**src/rtl/icache_direct.sv**
```systemverilog
// Direct-mapped, one-word-block instruction cache.
// Hits are combinational; a miss fetches a single word from memory.
module icache_direct #(
  parameter int SETS   = 16,
  parameter int WORD_W = 32
) (
  input  logic              CLK,
  input  logic              RST,
  input  logic              imemREN,
  input  logic [31:0]       imemaddr,
  output logic              ihit,
  output logic [WORD_W-1:0] imemload,
  output logic              iREN,
  output logic [31:0]       iaddr,
  input  logic              iwait,
  input  logic [WORD_W-1:0] iload
);

  localparam int IW = $clog2(SETS);
  localparam int TW = 32 - IW - 2;

  typedef enum logic {
    IDLE,
    FETCH
  } state_t;

  state_t state, state_n;

  logic [SETS-1:0]   valid;
  logic [TW-1:0]     tags [SETS];
  logic [WORD_W-1:0] data [SETS];
  logic [31:0]       fill_addr;

  logic [IW-1:0] idx;
  logic [TW-1:0] tag;
  logic [IW-1:0] fidx;
  logic [TW-1:0] ftag;
  logic          hit;
  logic          latch;
  logic          write;

  assign idx  = imemaddr[IW+1:2];
  assign tag  = imemaddr[31:IW+2];
  assign fidx = fill_addr[IW+1:2];
  assign ftag = fill_addr[31:IW+2];

  always_comb begin
    state_n  = state;
    hit      = 1'b0;
    ihit     = 1'b0;
    iREN     = 1'b0;
    latch    = 1'b0;
    write    = 1'b0;
    iaddr    = fill_addr;
    imemload = data[idx];
    unique case (state)
      IDLE: begin
        hit  = imemREN & valid[idx] & (tags[idx] == tag);
        ihit = hit;
        if (imemREN && !hit) begin
          latch   = 1'b1;
          state_n = FETCH;
        end
      end
      FETCH: begin
        iREN = 1'b1;
        if (!iwait) begin
          write   = 1'b1;
          state_n = IDLE;
        end
      end
      default: state_n = IDLE;
    endcase
  end

  always_ff @(posedge CLK) begin
    if (RST) begin
      state     <= IDLE;
      valid     <= '0;
      fill_addr <= '0;
    end else begin
      state <= state_n;
      if (latch) fill_addr <= {imemaddr[31:2], 2'b00};
      if (write) valid[fidx] <= 1'b1;
    end
  end

  // Tag and data arrays carry no reset; only the valid bits do.
  always_ff @(posedge CLK) begin
    if (!RST && write) begin
      tags[fidx] <= ftag;
      data[fidx] <= iload;
    end
  end

endmodule

```
**config.mk**
```make
export PLATFORM = sky130hd
export DESIGN_NAME = icache_direct
export DESIGN_NICKNAME = d
export VERILOG_FILES = /design/src/rtl/icache_direct.sv
export SDC_FILE = /design/constraint.sdc
export NUM_CORES = 1
export LEC_CHECK = 0
export CORE_ASPECT_RATIO = 1.75
export CORE_MARGIN = 2
export CORE_UTILIZATION = 55
export DETAILED_ROUTE_END_ITERATION = 8
export PLACE_DENSITY = 0.76
export SETUP_SLACK_MARGIN = 0.15
export SLEW_MARGIN = 20
export SYNTH_ARGS = -nofsm -noshare
export SYNTH_HDL_FRONTEND = slang
export SYNTH_SLANG_ARGS = --single-unit
export TNS_END_PERCENT = 5
```
**constraint.sdc**
```tcl
create_clock -name CLK -period 5.6 [get_ports CLK]
set_input_delay 0.56 -clock CLK [delete_from_list [all_inputs] [get_ports CLK]]
set_output_delay 0.56 -clock CLK [all_outputs]
set_load 0.005 [all_outputs]
```
==> results of run 1 <==
[per-stage QoR]
stage               hold slack, ns  worst slack [ns]  total power (uW)
global route                 0.470             0.158             15300
detailed placement           0.434             0.396              9170
CTS                          0.454             0.382             15000
floorplan                    0.421            -0.131              8790
global placement             0.427             0.361              9140
finish                       0.456             0.352             15000
[layer usage]
metal	track usage [%]	vias to the layer above	wire, um
met5	0	-	51
li1	-	7669	-
met3	4.40	157	6670
met4	8.50	8	2260
met1	32.8	9987	32800
met2	41.7	877	45600
[sequential cells by signal, indices dropped and copies added, names as in the netlist]
| register | cells |
|---|---|
| iaddr | 30 |
| state | 1 |
| valid | 16 |
| tags | 416 |
| data | 512 |
[area by class of cell]
class,count,area [um2]
sequential,975,28800
tap,910,1140
clock inverter,44,539
multi-input combinational,639,9020
fill,4487,25700
antenna,5,12.5
timing repair buffer,184,1810
inverter,6,22.5
clock buffer,110,2260
[kinds of logic (layout without fill, tap and decap cells)]
group           Yosys count  in the layout  synth area share (%)
compound gates          123            123                  3.15
xor+xnor                 35             35                 0.818
buf+inv                 115            344                  1.74
flops                   975            975                  75.1
mux                     296            296                  16.8
other cells               1              7               0.00977
simple gates            183            183                  2.46
[worst max-delay path, cell delays in order]
cell and delay [ns]:
buf_8 0.32, buf_4 0.25, mux4_1 0.58, o22ai_1 0.24, nor3_1 0.07, a2111oi_0 0.37, buf_4 0.18, o2111ai_1 0.17
or3_2 0.58, nor4_1 0.66, buf_4 0.22, clkdlybuf4s50_1 0.50
[cells in the final DEF (no fill, tap or decap), drive strengths merged, types with 3 or more instances in the layout]
| master | Yosys | final |
|---|---|---|
| nor3b | 27 | 27 |
| clkinvlp | 0 | 7 |
| edfxtp | 928 | 928 |
| a2111oi | 4 | 4 |
| a21oi | 4 | 4 |
| nand4 | 5 | 5 |
| diode | 0 | 5 |
| clkinv | 0 | 23 |
| a32oi | 30 | 30 |
| clkdlybuf4s50 | 0 | 125 |
| nor2 | 27 | 27 |
| nand2 | 70 | 70 |
| a21o | 16 | 16 |
| clkbuf | 42 | 110 |
| nand2b | 12 | 12 |
| inv | 6 | 9 |
| nor2b | 3 | 3 |
| mux2 | 9 | 9 |
| nor3 | 18 | 18 |
| mux2i | 16 | 16 |
| o22ai | 8 | 8 |
| bufinv | 0 | 11 |
| buf | 63 | 59 |
| nand4b | 3 | 3 |
| a221oi | 4 | 4 |
| dfxtp | 47 | 47 |
| mux4 | 271 | 271 |
| and4 | 3 | 3 |
| o21ai | 10 | 10 |
| xnor2 | 24 | 24 |
| xor2 | 11 | 11 |
| o311ai | 30 | 30 |
[power groups by stage]
stage	registers, uW	logic [uW]	clock network (uW)
5_1_grt	8200	878	6250
2_1_floorplan	8300	488	0
6_report	8190	825	5940
3_5_place_dp	8340	831	0
4_1_cts	8180	835	6010
3_3_place_gp	8330	813	0
[worst max-delay path by stage]
| stage | depth (start not counted) | end | slack [ns] | startpoint |
|---|---|---|---|---|
| after floorplan | 4 | data[4][0]$_DFFE_PP_ | -0.13 | RST |
| after global placement | 10 | ihit | 0.36 | imemaddr[3] |
| after detailed placement | 12 | ihit | 0.40 | imemaddr[2] |
| after CTS | 12 | ihit | 0.38 | imemaddr[2] |
| after global routing | 10 | ihit | 0.16 | imemaddr[2] |
| final | 12 | ihit | 0.35 | imemaddr[2] |
==> flow_summary.ini, run 1 <==
[status]
outcome = complete, no violations

[grt]
grt_pass1_vias = 19337
grt_max_degree = 70
antenna_found_initial = 7
globalRouteTotalUtil_pct = 24.7
grt_pass1_wl_um = 128000
grt.overflow.total = 0

[flow_run]
maxCapViolations = 0

[floorplan]
fp.coreArea_mm2 = 0.0693
die_height_um = 353
die_area_mm2 = 0.0720
initial_core_util_pct = 55.3
core.rowCount = 128
top_level_ports = 134
die_width_um = 204

[timing]
tightest_slew_ns = 1.01
clock.fmax_mhz = 191
rsz0062_at_grt = false
report.final.setup_viol = 0
skew_ns = 0.0293
slew_headroom_pct = 32.9
post-route-period-util_pct = 93.7
setup_tns_ns = 0
post-route-min-period_ns = 5.25
final_max_slew_viol_count = 0
hold_viol_final = 0

[clock_network]
cts-root-buf = clkbuf_16
path_clk_slew_ns = 0.06
cts_resized = 0
cts_tree = done
numCtsBuffers = 83
cts_buffer_depth = 3
ctsHoldBuffers = 0
clkSinkCount = 975
clkLatencyLatePin_ns = 0.65
htreeDepth = 3
post_cts_buffers = 0

[critical_path]
reg2reg_slack_ns = 1.98
reg2reg_to = iaddr[19]$_SDFFE_PP0P_
rr_worst_depth = 10
crit_path_end_kind = output port
startpoint_type = input port
worstReg2RegStart = tags[12][5]$_DFFE_PP_
arrival_ns = 4.69
worstSetupPathType = input port to output port
cp_max_fo = 34
required_ns = 5.04

[pwr]
sw_frac_of_total_pct = 20.7
internal-power_uw = 11900
power_density_mw_per_mm2 = 343
p_switching_uw = 3100
seq_power_share_pct = 54.8
peakVddDrop_mv = 0.350
pwr-share-clk_pct = 39.7
combPwrFrac_pct = 5.5
leakage_uw = 0.0137

[routing]
antenna_left = 0
dr.pass1.iters = 6
drt_iter0_markers = 1849
routed_wl_um = 87400
wl_per_cell_um = 30.4
drc_errors = 0
avgViaCountPerCell = 6.51
vias = 18698

[synth]
ys_warn_count = 0
synth_edf_count = 928
synth_most_common_cell = edfxtp_1
synthTopCellsByCount = 928 x edfxtp_1, 254 x mux4_2, 70 x nand2_1
syn_avg_cell_area_um2 = 22.2
yosysSeqAreaShare_pct = 75.1
yosysUniqueCellTypes = 64
ys_top_cells_by_area = edfxtp_1 73%, mux4_2 15%, dfxtp_1 2.5%
syn_area_mm2 = 0.0384
ys.flop_type = edfxtp_1
ys_ff_latch = 975
ys_async_sr_fraction_pct = 0
netlist_instances = 1728
yosys.area.top_type = edfxtp_1
synth_top_area_share_pct = 72.6

[finish]
nets = 1957
syn_to_final_growth_pct = 13.7
instances_no_fill = 2873
stdcell_area_mm2 = 0.0436
layout-drive-gt1-share_pct = 25.6
post-route-util_pct = 62.9

[min_path]
hold_class = flip-flop to flip-flop
holdCritStartpoint = valid[11]$_SDFFE_PP0P_
hold_path_end = valid[11]$_SDFFE_PP0P_
whs_path_depth = 1

[placement]
place.gp.congestion = 0.806
post-place-cells = 2714
placed_area_mm2 = 0.0408
dp_hpwl_um = 47200
io_buffers = 129
Note: power is estimated with default switching activity, not from simulation.
==> run 2: changes to the inputs <==
CORE_UTILIZATION = 30   (was 55)
PLACE_DENSITY = default   (was 0.76)
==> run 2 against run 1 <==
Against the previous run: critical path depth is 1 lower; routed wire length is 12% higher; hold slack worse by 0.011 ns; global-route usage is 10 points lower; utilization is 27 points lower; clock power is 11% higher; cell count is 27% higher; sequential power hardly changed; power is 4.8% higher; fmax is 1.5% lower; register-to-register slack hardly changed; clock skew is 0.0023 ns higher; largest cell class unchanged; largest power group unchanged; highest routed layer unchanged.
==> flow_summary.ini, run 2 (synthesis gave the netlist of run 1 again) <==
[status]
outcome = complete, no violations

[timing]
slew_headroom_pct = 30.3
final_max_slew_viol_count = 0
hold_viol_final = 0
post-route-period-util_pct = 95.1
clock.fmax_mhz = 188
post-route-min-period_ns = 5.32
rsz0062_at_grt = false
tightest_slew_ns = 1.05
report.final.setup_viol = 0
setup_tns_ns = 0
hold_ws_ns = 0.444
skew_ns = 0.0316

[critical_path]
endpoint = ihit
cp_num_buf_inv = 4
crit_path_end_kind = output port
startpoint_type = input port
cp-startpoint = imemaddr[2]
rr_worst_depth = 10
cp_max_fo = 36
worstPathCellList = buf_8, buf_12, mux4_1, xor2_1, o21ai_0, o2111a_1, o2111ai_1, or3_2, nor4_1, buf_4, clkdlybuf4s50_1
arrival_ns = 4.76
cp_top_family = buffers and inverters
reg2reg_slack_ns = 1.99
worstSetupPathType = input port to output port
reg2reg_to = iaddr[4]$_SDFFE_PP0P_
worstReg2RegStart = tags[4][8]$_DFFE_PP_
cp_slowest_cell = nor4_1
required_ns = 5.04
worst-path-stages = 11
cp_slowest_stage_delay_ns = 0.68

[placement]
dp_hpwl_um = 54100
place.gp.congestion = 0.788
post-place-cells = 3467
io_buffers = 129

[finish]
largest-register = data
largest_reg_flops = 512
nets = 1973
nFillCells = 11587
final_common_cell = edfxtp_1
syn_to_final_growth_pct = 17.4
multi_input_area_mm2 = 0.00903
layout-drive-gt1-share_pct = 26.4
regArea_mm2 = 0.0288
layout_common_cells = 928 x edfxtp_1, 254 x mux4_2, 125 x clkdlybuf4s50_1, 101 x clkbuf_16, 70 x nand2_1
instances_no_fill = 3652

[clock_network]
clkSinkCount = 975
post_cts_buffers = 0
numCtsBuffers = 98
htreeDepth = 3
clkLatencyLatePin_ns = 0.67
cts_tree = done
ctsHoldBuffers = 0
cts_buffer_depth = 3
cts_resized = 0
path_clk_slew_ns = 0.06
cts-root-buf = clkbuf_16

[routing]
routed_wl_um = 97600
drc_errors = 0
vias = 18637
wl_met2_um = 50400
dr.pass1.iters = 5
routed.top_layer = met5
wl_per_cell_um = 26.7
met3_length_um = 5050
met1_length_um = 39400
avgViaCountPerCell = 5.10
drt_iter0_markers = 1747
antenna_left = 0

[floorplan]
die_area_mm2 = 0.131
core.rowCount = 173
top_level_ports = 134
initial_core_util_pct = 30.2
die_height_um = 477
die_width_um = 274
fp.coreArea_mm2 = 0.127

[grt]
grt_max_degree = 77
globalRouteTotalUtil_pct = 14.8
antenna_found_initial = 12
grt.overflow.total = 0
grt_pass1_wl_um = 139000
grt_pass1_vias = 19676

[min_path]
hold_class = flip-flop to flip-flop

[pwr]
power_density_mw_per_mm2 = 348
p_total_uw = 15700
peakVddDrop_mv = 0.195
leakage_uw = 0.0140

[flow_run]
maxCapViolations = 0
run 2: worst min-delay path by stage:
stage / endpoint / depth (start not counted) / slack (ns) / from
after floorplan: valid[14]$_SDFFE_PP0P_ / 1 / 0.42 / valid[14]$_SDFFE_PP0P_
after global placement: valid[7]$_SDFFE_PP0P_ / 1 / 0.43 / valid[7]$_SDFFE_PP0P_
after detailed placement: valid[2]$_SDFFE_PP0P_ / 1 / 0.44 / valid[2]$_SDFFE_PP0P_
after CTS: valid[2]$_SDFFE_PP0P_ / 1 / 0.45 / valid[2]$_SDFFE_PP0P_
after global routing: valid[2]$_SDFFE_PP0P_ / 1 / 0.47 / valid[2]$_SDFFE_PP0P_
final: valid[2]$_SDFFE_PP0P_ / 1 / 0.44 / valid[2]$_SDFFE_PP0P_
run 2: cell type report:
class | instances | share of cell area, %
timing repair buffer | 185 | 4.11
sequential | 975 | 63.9
inverter | 6 | 0.0500
multi-input combinational | 639 | 20.0
clock inverter | 54 | 1.26
tap | 1662 | 4.61
antenna | 2 | 0.0111
clock buffer | 129 | 6.00
run 2: worst reg2reg max path, stage by stage, from the launching register on:
cell       delay [ns]
edfxtp_1         0.38
mux4_2           0.49
o22ai_1          0.23
nor3_1           0.08
a2111oi_0        0.44
buf_4            0.18
o2111ai_1        0.17
or3_2            0.58
buf_4            0.41
a32oi_1          0.37
o311ai_2         0.14
run 2: stage by stage:
stage / setup slack (ns) / instance area [um2] / utilization (%)
6_report: 0.275 / 45100 / 35.5
5_1_grt: 0.183 / 45100 / 35.5
4_1_cts: 0.214 / 45100 / 35.5
3_5_place_dp: 0.233 / 41800 / 32.9
3_3_place_gp: 0.216 / 41800 / 32.9
2_1_floorplan: -0.131 / 38400 / -
run 2: report_power, final:
group          switching, uW  total [uW]  internal (uW)  leakage [uW]
Combinational            434         842            408       0.00356
Sequential               121        8200           8080       0.00883
Clock                   2750        6620           3870       0.00160
run 2: per-layer routing:
metal,vias to the layer above,GRT usage (%)
met1,10109,18.8
li1,7723,-
met2,629,25.6
met4,4,5.14
met5,-,0
met3,172,2.20
==> run 3: changes to the inputs <==
MAX_ROUTING_LAYER = met4   (was default)
==> run 3 against run 2 <==
Against the previous run: power barely moved; sequential share of layout area barely moved; critical path depth did not move; hold slack barely moved; routed wire length barely moved; non-clock buffer count did not move; register-to-register slack got worse by 0.02 ns; critical path type unchanged; critical endpoint unchanged; highest routed layer is now met4.
==> flow_summary.ini, run 3 (synthesis gave the netlist of run 1 again) <==
[timing]
slew_headroom_pct = 29.7
layout_setup_ws_ns = 0.270
rsz0062_at_grt = false
skew_ns = 0.0338
clock.fmax_mhz = 188
post-route-period-util_pct = 95.2
hold_viol_final = 0
post-route-min-period_ns = 5.33
final_max_slew_viol_count = 0
tightest_slew_ns = 1.05
hold_ws_ns = 0.445
report.final.setup_viol = 0

[critical_path]
cp_num_buf_inv = 4
cp_max_fo = 35
cp_top_family = buffers and inverters
arrival_ns = 4.77
reg2reg_to = iaddr[4]$_SDFFE_PP0P_
worstSetupPathType = input port to output port
worstPathCellList = buf_8, buf_12, mux4_1, xor2_1, o21ai_0, o2111a_1, o2111ai_1, or3_2, nor4_1, buf_4, clkdlybuf4s50_1
startpoint_type = input port
crit_path_end_kind = output port
worstReg2RegStart = tags[8][8]$_DFFE_PP_
reg2reg_slack_ns = 1.97
required_ns = 5.04
cp_slowest_cell = nor4_1
cp_slowest_stage_delay_ns = 0.67
rr_worst_depth = 10

[pwr]
pwr-share-clk_pct = 42.3
combPwrFrac_pct = 5.4
seq_power_share_pct = 52.4
sw_frac_of_total_pct = 21.1
p_total_uw = 15700
p_switching_uw = 3310
power_density_mw_per_mm2 = 348
peakVddDrop_mv = 0.194
internal-power_uw = 12400
leakage_uw = 0.0140

[finish]
layout_common_cells = 928 x edfxtp_1, 254 x mux4_2, 125 x clkdlybuf4s50_1, 101 x clkbuf_16, 70 x nand2_1
layout-drive-gt1-share_pct = 26.4
largest_reg_flops = 512
post-route-util_pct = 35.5
largest-register = data
syn_to_final_growth_pct = 17.5
stdcell_area_mm2 = 0.0451
nets = 1973
final_common_cell = edfxtp_1

[clock_network]
cts_tree = done
numCtsBuffers = 98
cts-root-buf = clkbuf_16
htreeDepth = 3
cts_resized = 0
clkLatencyLatePin_ns = 0.68
post_cts_buffers = 0
ctsHoldBuffers = 0
path_clk_slew_ns = 0.06
cts_buffer_depth = 3
clkSinkCount = 975

[routing]
avgViaCountPerCell = 5.10
wl_per_cell_um = 26.7
antenna_left = 0
dr.pass1.iters = 5
vias = 18628
drt_iter0_markers = 1920
drc_errors = 0
routed_wl_um = 97500

[grt]
grt_pass1_vias = 19662
use_met1_pct = 18.8
grt.overflow.total = 0
antenna_found_initial = 12
globalRouteTotalUtil_pct = 15.2
grt_util_met2_pct = 25.6
grt_use_met3_pct = 2.17
grt_pass1_wl_um = 139000
grt_busiest_layer = met2
grt_max_degree = 77

[placement]
placed_area_mm2 = 0.0418
place.gp.congestion = 0.799
io_buffers = 129
dp_slack_ns = 0.233
dp_hpwl_um = 54100

[min_path]
hold_path_end = valid[2]$_SDFFE_PP0P_
holdCritStartpoint = valid[2]$_SDFFE_PP0P_
hold_class = flip-flop to flip-flop
whs_path_depth = 1

[floorplan]
fp.coreArea_mm2 = 0.127
initial_core_util_pct = 30.2
core.rowCount = 173
die_width_um = 274
top_level_ports = 134
die_height_um = 477
die_area_mm2 = 0.131

[flow_run]
maxCapViolations = 0

[status]
outcome = complete, no violations
[run 3: area by class of cell]
cell class / count / area [um2]
flip-flops and latches: 975 / 28800
clock buffers: 129 / 2700
diodes: 4 / 10.0
fillers: 11585 / 82000
repair buffers: 185 / 1850
clock inverters: 54 / 569
multi-input cells: 639 / 9030
inverters: 6 / 22.5
well taps: 1662 / 2080
[run 3: per-stage QoR]
step,instances,setup TNS [ns]
4_1_cts,3650,0
6_report,3654,0
3_5_place_dp,3467,0
3_3_place_gp,3467,0
5_1_grt,3653,0
2_1_floorplan,1729,-22.13
[run 3: power groups by stage]
stage | clock (uW) | combinational [uW] | sequential, uW
floorplan | 0 | 488 | 8300
global placement | 0 | 845 | 8340
detailed placement | 0 | 860 | 8360
CTS | 6760 | 863 | 8200
global route | 7020 | 903 | 8210
finish | 6620 | 843 | 8200
[run 3: how the worst max path moves through the flow]
stage | startpoint | end | slack [ns] | depth (start not counted)
after global placement | imemaddr[2] | ihit | 0.22 | 11
after floorplan | RST | data[4][0]$_DFFE_PP_ | -0.13 | 4
after global routing | imemaddr[2] | ihit | 0.18 | 11
after detailed placement | imemaddr[2] | ihit | 0.23 | 11
final | imemaddr[2] | ihit | 0.27 | 11
after CTS | imemaddr[2] | ihit | 0.21 | 11
[run 3: per-layer routing]
metal | routed length, um | vias up | part of all wire [%]
li1 | - | 7717 | -
met2 | 50100 | 653 | 51
met5 | 0 | - | 0
met4 | 2790 | 0 | 2.9
met1 | 39200 | 10086 | 40
met3 | 5450 | 172 | 5.6
==> edit (flow settings as in run 2) <==
Change the parameter `WORD_W` from 32 to 24.
--- a/src/rtl/icache_direct.sv
+++ b/src/rtl/icache_direct.sv
@@ -3,5 +3,5 @@
 module icache_direct #(
   parameter int SETS   = 16,
-  parameter int WORD_W = 32
+  parameter int WORD_W = 24
 ) (
   input  logic              CLK,
Interface: changed (resized iload and imemload); port bits go from 134 to 118. The function was not compared with the original's and may differ.
==> edit against run 2 <==
- setup slack improved by 550 ps
- synthesized area shrank 14%
- largest power group unchanged
- largest cell class unchanged
- first-iteration DRC count shrank 28%
- cell area fell by 15%
- clock power decreased by 21%
- non-clock buffer count fell by 17
- sequential cell count shrank 128
- core utilization down 0.071 points
- wire length shrank 16%
- power down 18%
==> edit: results (changes against run 2) <==
Placer congestion estimate: 0.749 (-4.9%)
Cts bufs inserted: 71 (-28%)
CP peak stage delay: 530 ps (-150 ps)
Dpl ws: 819 ps (+586 ps)
# fillers: 9893 (-15%)
Hold path depth: 2 (+1)
CP Data Arrival Time: 4210 ps (-550 ps)
Initial antenna violation count: 13 (+1)
Total GRT Usage: 0.145 (-0.00245)
Max reg flops: 416 (-19%)
Worst R2R Path Depth: 9 (-1)
Relative max-transition margin: 0.260 (-0.0423)
Maximum VDD drop: 0.000188 V (-3.9%)
Vias in the first global route: 16500 (-16%)
Reg with most FFs: tags
Leakage: 12.2 nW (-13%)
Nets: 1724 (-13%)
Worst clock skew: 30.1 ps (-1.44 ps)
Worst-margin pin slew: 1110 ps (+63.5 ps)
DRT Wirelength: 81500 um (-16%)
DP Area: 0.0361 mm^2 (-14%)
Slowest CP cell: or4b_4
Status: complete, no violations
Largest net degree at the start of global routing: 78 (+1.3%)
IO buf count: 113 (-12%)
Post-synth top cells: edfxtp_1 (800), mux4_2 (207), mux2i_1 (68), nand2b_1 (68), dfxtp_1 (47)
First-pass GRT wire length: 118000 um (-15%)
[edit: cell count changes after synthesis, sizes merged, moves of 30 or more]
| cell | before | now |
|---|---|---|
| edfxtp | 928 | 800 |
| nand2b | 12 | 68 |
| mux4 | 271 | 217 |
| mux2i | 16 | 68 |
| nand2 | 70 | 20 |
| a32oi | 30 | 0 |
[edit: path summary, 6_finish.rpt]
check,start,end,slack (ps)
worst min register to register,valid[5],valid[5],470
worst max-delay path,imemaddr[3],ihit,830
worst max register to register,tags[4][10],iaddr[11],2290
worst min-delay path,valid[5],valid[5],470
[edit: worst min-delay path: cells and delay by family (launching register included)]
kind	cells	cell delay, ps
flops	1	310
compound gates	1	70
buf+inv	1	40
[edit: cells by family after synthesis]
group	count (synthesis)	share of synthesized area
mux	292	0.173
simple gates	156	0.0269
buf+inv	101	0.0162
other cells	1	0.000114
xor+xnor	33	0.00878
compound gates	73	0.0167
flops	847	0.759
[edit: area by class of cell]
type,count,share of cell area
Clock inverter,41,0.0128
Antenna cell,2,0.000130
Inverter,20,0.00195
Clock buffer,87,0.0496
Multi-Input combinational cell,556,0.196
Sequential cell,847,0.649
Tap cell,1458,0.0474
Timing Repair Buffer,168,0.0433
[edit: metrics by stage]
step | util | power (W) | cells | hold slack [ps]
2_1_floorplan | - | 0.00753 | 1504 | 449
3_3_place_gp | 0.332 | 0.00786 | 3049 | 455
3_5_place_dp | 0.332 | 0.00788 | 3049 | 463
4_1_cts | 0.354 | 0.0130 | 3177 | 473
5_1_grt | 0.354 | 0.0133 | 3179 | 492
6_report | 0.354 | 0.0129 | 3179 | 475
[edit: routing by layer]
metal / GRT usage / share of wire
met1: 0.176 / 0.39
met2: 0.255 / 0.53
met3: 0.0305 / 0.053
met4: 0.0499 / 0.027
met5: 0 / 0.0016
[edit: power breakdown]
part           internal, W  total [W]  leakage [nW]  switching [W]
sequential         0.00696    0.00703          7.87      0.0000669
clock              0.00295    0.00520          1.17        0.00225
combinational     0.000329   0.000691          3.16       0.000363
total               0.0102     0.0129          12.2        0.00268
